<file path="src/rtl/instruction_fetch_unit.sv">
// Instruction fetch unit: streams sequential words from a 1-cycle synchronous RAM
// into a small circular instruction buffer, with redirect (branch/PC write) flush.
module instruction_fetch_unit #(
    parameter logic [31:0] RESET_PC = 32'h0,
    parameter int          DEPTH    = 2
) (
    input  logic        clk,
    input  logic        rst,
    output logic [31:0] mem_a,
    output logic        mem_rw,
    input  logic [31:0] mem_dout,
    output logic [31:0] inst,
    output logic [31:0] inst_pc,
    output logic        inst_valid,
    input  logic        inst_ready,
    input  logic        redirect,
    input  logic [31:0] redirect_pc
);

    localparam int PW = $clog2(DEPTH);
    localparam int CW = $clog2(DEPTH + 1);

    logic [31:0]   fetch_pc;
    logic [31:0]   tag_pc;
    logic          inflight;
    logic [PW-1:0] rd_ptr;
    logic [PW-1:0] wr_ptr;
    logic [CW-1:0] count;
    logic [31:0]   buf_data [DEPTH];
    logic [31:0]   buf_pc   [DEPTH];

    logic          pop;
    logic          push;
    logic          issue;
    logic [CW:0]   committed;

    function automatic logic [PW-1:0] ptr_next(input logic [PW-1:0] p);
        return (p == PW'(DEPTH - 1)) ? '0 : p + 1'b1;
    endfunction

    // Handshake: the head entry transfers on any rising edge where inst_valid and
    // inst_ready are both high; inst/inst_pc/inst_valid only change after a transfer,
    // a redirect or a reset.
    assign pop  = inst_valid & inst_ready;
    assign push = inflight & ~redirect;

    // Slots already spoken for after this edge: buffered plus returning, minus the pop.
    always_comb begin
        committed = {1'b0, count} + (CW + 1)'(inflight) - (CW + 1)'(pop);
        issue     = ~redirect & (committed < (CW + 1)'(DEPTH));
    end

    always_ff @(posedge clk or posedge rst) begin
        if (rst) begin
            fetch_pc <= RESET_PC;
            tag_pc   <= '0;
            inflight <= 1'b0;
            rd_ptr   <= '0;
            wr_ptr   <= '0;
            count    <= '0;
        end else if (redirect) begin
            // Any pop this cycle is complete from the consumer's side; the rest is dropped.
            fetch_pc <= redirect_pc;
            inflight <= 1'b0;
            rd_ptr   <= '0;
            wr_ptr   <= '0;
            count    <= '0;
        end else begin
            inflight <= issue;
            if (issue) begin
                tag_pc   <= fetch_pc;
                fetch_pc <= fetch_pc + 32'd1;
            end
            if (push) wr_ptr <= ptr_next(wr_ptr);
            if (pop)  rd_ptr <= ptr_next(rd_ptr);
            case ({push, pop})
                2'b10:   count <= count + 1'b1;
                2'b01:   count <= count - 1'b1;
                default: count <= count;
            endcase
        end
    end

    // Storage needs no reset: entries are only visible while count covers them.
    always_ff @(posedge clk) begin
        if (push) begin
            buf_data[wr_ptr] <= mem_dout;
            buf_pc[wr_ptr]   <= tag_pc;
        end
    end

    assign mem_a      = fetch_pc;
    assign mem_rw     = 1'b0;
    assign inst_valid = (count != '0);
    assign inst       = inst_valid ? buf_data[rd_ptr] : 32'h0;
    assign inst_pc    = inst_valid ? buf_pc[rd_ptr]   : 32'h0;

endmodule

</file>
<file path="config.mk">
export PLATFORM = sky130hd
export DESIGN_NAME = instruction_fetch_unit
export DESIGN_NICKNAME = d
export VERILOG_FILES = /design/src/rtl/instruction_fetch_unit.sv
export SDC_FILE = /design/constraint.sdc
export NUM_CORES = 1
export LEC_CHECK = 0
export CELL_PAD_IN_SITES_DETAIL_PLACEMENT = 0
export CELL_PAD_IN_SITES_GLOBAL_PLACEMENT = 1
export CORE_MARGIN = 2
export CORE_UTILIZATION = 42
export DETAILED_ROUTE_END_ITERATION = 6
export PLACE_DENSITY = 0.91
export SYNTH_ARGS = -nofsm -noshare
export SYNTH_HDL_FRONTEND = slang
export SYNTH_SLANG_ARGS = --single-unit
</file>
<file path="constraint.sdc">
create_clock -name clk -period 6.99 [get_ports clk]
set_input_delay 0.699 -clock clk [delete_from_list [all_inputs] [get_ports clk]]
set_output_delay 0.699 -clock clk [all_outputs]
set_load 0.005 [all_outputs]
</file>
==> results.txt <==
CP Capture Type - register
Num CTS Buffers - 17
hold-fix buffers at CTS - 0
deepest clock path buffer count - 2
row cnt - 51
layout net count - 805
most frequent cells in the layout - clkdlybuf4s50_1 (163), edfxtp_1 (128), nor2_1 (70), dfrtp_1 (68), mux2i_1 (66)
Hold Path Class - register to register
Final Hold Vio Count - 0
clk_lat worst skew - 0.42 ns
dpl hpwl - 11500 um
Crit Path Class - input port to register
RSZ-0062 raised after global routing - no
Top Ports - 166
initial antenna violation count - 0
mapped cell area - 8180 sq um
share of cells above drive strength 1 - 0.0749
worst vdd ir - 0.205 mV
gr ovfl total - 0
Reg2Reg Setup Slack - 3.47 ns
CTS tree - yes
worst hold margin - 0.465 ns
commonest non-fill, non-tap cell in the layout - clkdlybuf4s50_1
CTS root buf - clkbuf_16
Max-Cap Viols - 0
DRC - 0
CP max FO - 33
#FFs+latches synth - 197
Die Width - 144 um
chip height - 144 um
antenna-violating nets left - 0
Power Dens Cells - 274 nW/um^2
Hold Path Cell Cnt - 0
P&R area growth vs syn - 30.2%
final core utilization - 0.553
Setup crit start kind - input port
via count - 5064
setup TNS - 0 ns
initial core utilization - 0.425
Tmin final - 3.74 ns
routed vias/inst - 5.00
Clock Sinks - 197
Hold EP - buf_pc[0][16]$_DFFE_PP_
sequential area share after synthesis - 0.681
Die ar. - 20600 sq um
status - finished, final reports clean
Tightest Pin Transition - 1.14 ns
GPL Wtd Cong - 0.797
slew margin rel. - 0.239
Starting DRT DRC Count - 351
diode count - 0
HP Start - tag_pc[16]$_DFFE_PP0P_
Period Utilization, post-route - 0.535
CP arrival - 4.05 ns
Worst EP required - 7.30 ns
cells after synthesis - 579
Mapped Nets - 649
Pleak - 0.00380 uW
largest net degree at the start of global routing - 70
vias in the first global route - 5281
htree depth - 4
TritonRoute pass-1 iters - 4
yosys warns - 0
Slew Viols, Final - 0
core area - 19300 sq um
Syn Area/Cell - 14.1 sq um
R2R Path End - tag_pc[21]$_DFFE_PP0P_
Post CTS Setup Buffer Count - 0
total wire length - 17300 um
Post-Route Skew - 0.0103 ns
fmax - 0.267 GHz
WL per Instance - 17.1 um
CTS resizes - 0
first-pass GRT wire length - 27400 um
Port Buffers - 164
Setup Viol. Count Final - 0
count of cell types in the netlist - 39
cells on worst reg2reg path - 8
r2r startpoint - count[1]$_DFFE_PP0P_
Clock Pin Slew Worst Setup and Hold Paths - 0.07 ns
Total GRT Usage - 0.174
-- state kept, by name, indices dropped and copies added (netlist names) --
signal,count
buf_data,64
inflight,1
wr_ptr,1
mem_a,32
rd_ptr,1
buf_pc,64
count,2
tag_pc,32
-- stage by stage --
| stage | std cells | power, uW | cell area, sq um | worst slack, ns |
|---|---|---|---|---|
| detailed placement | 981 | 1970 | 10100 | 2.80 |
| finish | 1013 | 2920 | 10700 | 3.25 |
| global placement | 981 | 1950 | 10100 | 2.98 |
| CTS | 1013 | 2950 | 10700 | 3.25 |
| global route | 1013 | 3050 | 10700 | 2.98 |
| floorplan | 579 | 1720 | 8180 | 0.798 |
-- Yosys cell counts --
cell type	instances	share of area
a21o_1	1	0.00092
xnor2_2	1	0.0020
nor4_1	2	0.0015
nand3_1	11	0.0067
buf_1	2	0.00092
buf_4	5	0.0046
xor2_1	24	0.026
mux2i_1	66	0.081
buf_2	9	0.0055
and4_2	1	0.0012
nor2_4	1	0.0014
dfrtp_1	69	0.21
inv_1	5	0.0023
o21ai_0	5	0.0031
a2111oi_0	1	0.0011
nor2_1	71	0.033
nand2_1	39	0.018
conb_1	1	0.00046
and2_1	4	0.0031
nand4_1	15	0.011
nand4_4	1	0.0026
o21ai_1	25	0.015
nor4_2	4	0.0061
mux2_2	5	0.0069
and3_1	10	0.0076
mux2_1	29	0.040
fa_1	1	0.0024
or2_1	1	0.00076
edfxtp_1	128	0.47
a21oi_1	1	0.00061
xnor2_1	11	0.012
nor3b_1	2	0.0018
nand4_2	1	0.0015
ha_1	1	0.0015
nor3_1	2	0.0012
and3b_1	1	0.0011
clkbuf_1	16	0.0073
and4_1	6	0.0064
nand4bb_1	1	0.0014
-- worst max-delay path, stage by stage --
cell	delay, ns
clkdlybuf4s50_1	0.50
inv_1	0.08
nor3b_1	0.35
a21o_1	0.16
nand2_1	0.08
fa_1	0.45
xnor2_2	0.26
nand2_1	0.20
nor2_4	0.83
mux2_2	0.42
-- report_power, final --
part	switching, uW	internal, uW
Clock	411	570
Combinational	187	243
Sequential	112	1400
Total	710	2210
-- per-layer routing --
| layer | share of wire | track usage |
|---|---|---|
| met4 | 0.015 | 0.0609 |
| met5 | 0 | 0 |
| met3 | 0.059 | 0.0490 |
| met1 | 0.43 | 0.220 |
| met2 | 0.49 | 0.288 |
-- worst max path at each step --
| stage | startpoint | endpoint | slack (ns) | cells past startpoint |
|---|---|---|---|---|
| after CTS | inst_ready | tag_pc[21]$_DFFE_PP0P_ | 3.25 | 10 |
| final | inst_ready | tag_pc[21]$_DFFE_PP0P_ | 3.25 | 10 |
| after detailed placement | inst_ready | tag_pc[21]$_DFFE_PP0P_ | 2.80 | 10 |
| after global placement | inst_ready | tag_pc[20]$_DFFE_PP0P_ | 2.98 | 10 |
| after global routing | inst_ready | tag_pc[21]$_DFFE_PP0P_ | 2.98 | 10 |
| after floorplan | redirect | buf_data[0][0]$_DFFE_PP_ | 0.80 | 2 |
-- cell families (layout without fill, tap and decap cells) --
group	Yosys count	in the layout	share of synthesized area
xor gates and xnor gates	36	36	0.0394
DFF	197	197	0.681
adders and majority gates	2	2	0.00397
buffers and inverters	37	206	0.0206
and+or+nand+nor	173	173	0.106
muxes	100	100	0.128
other	1	1	0.000458
AOI/OAI and AO/OA	33	33	0.0209
-- layout make-up --
| class | count | area, sq um |
|---|---|---|
| Clock buffer | 18 | 439 |
| Timing Repair Buffer | 169 | 1670 |
| Clock inverter | 14 | 158 |
| Inverter | 5 | 18.8 |
| Tap cell | 265 | 332 |
| Sequential cell | 197 | 5570 |
| Multi-Input combinational cell | 345 | 2460 |
| Fill cell | 1573 | 8610 |
Note: power is estimated with default switching activity, not from simulation.
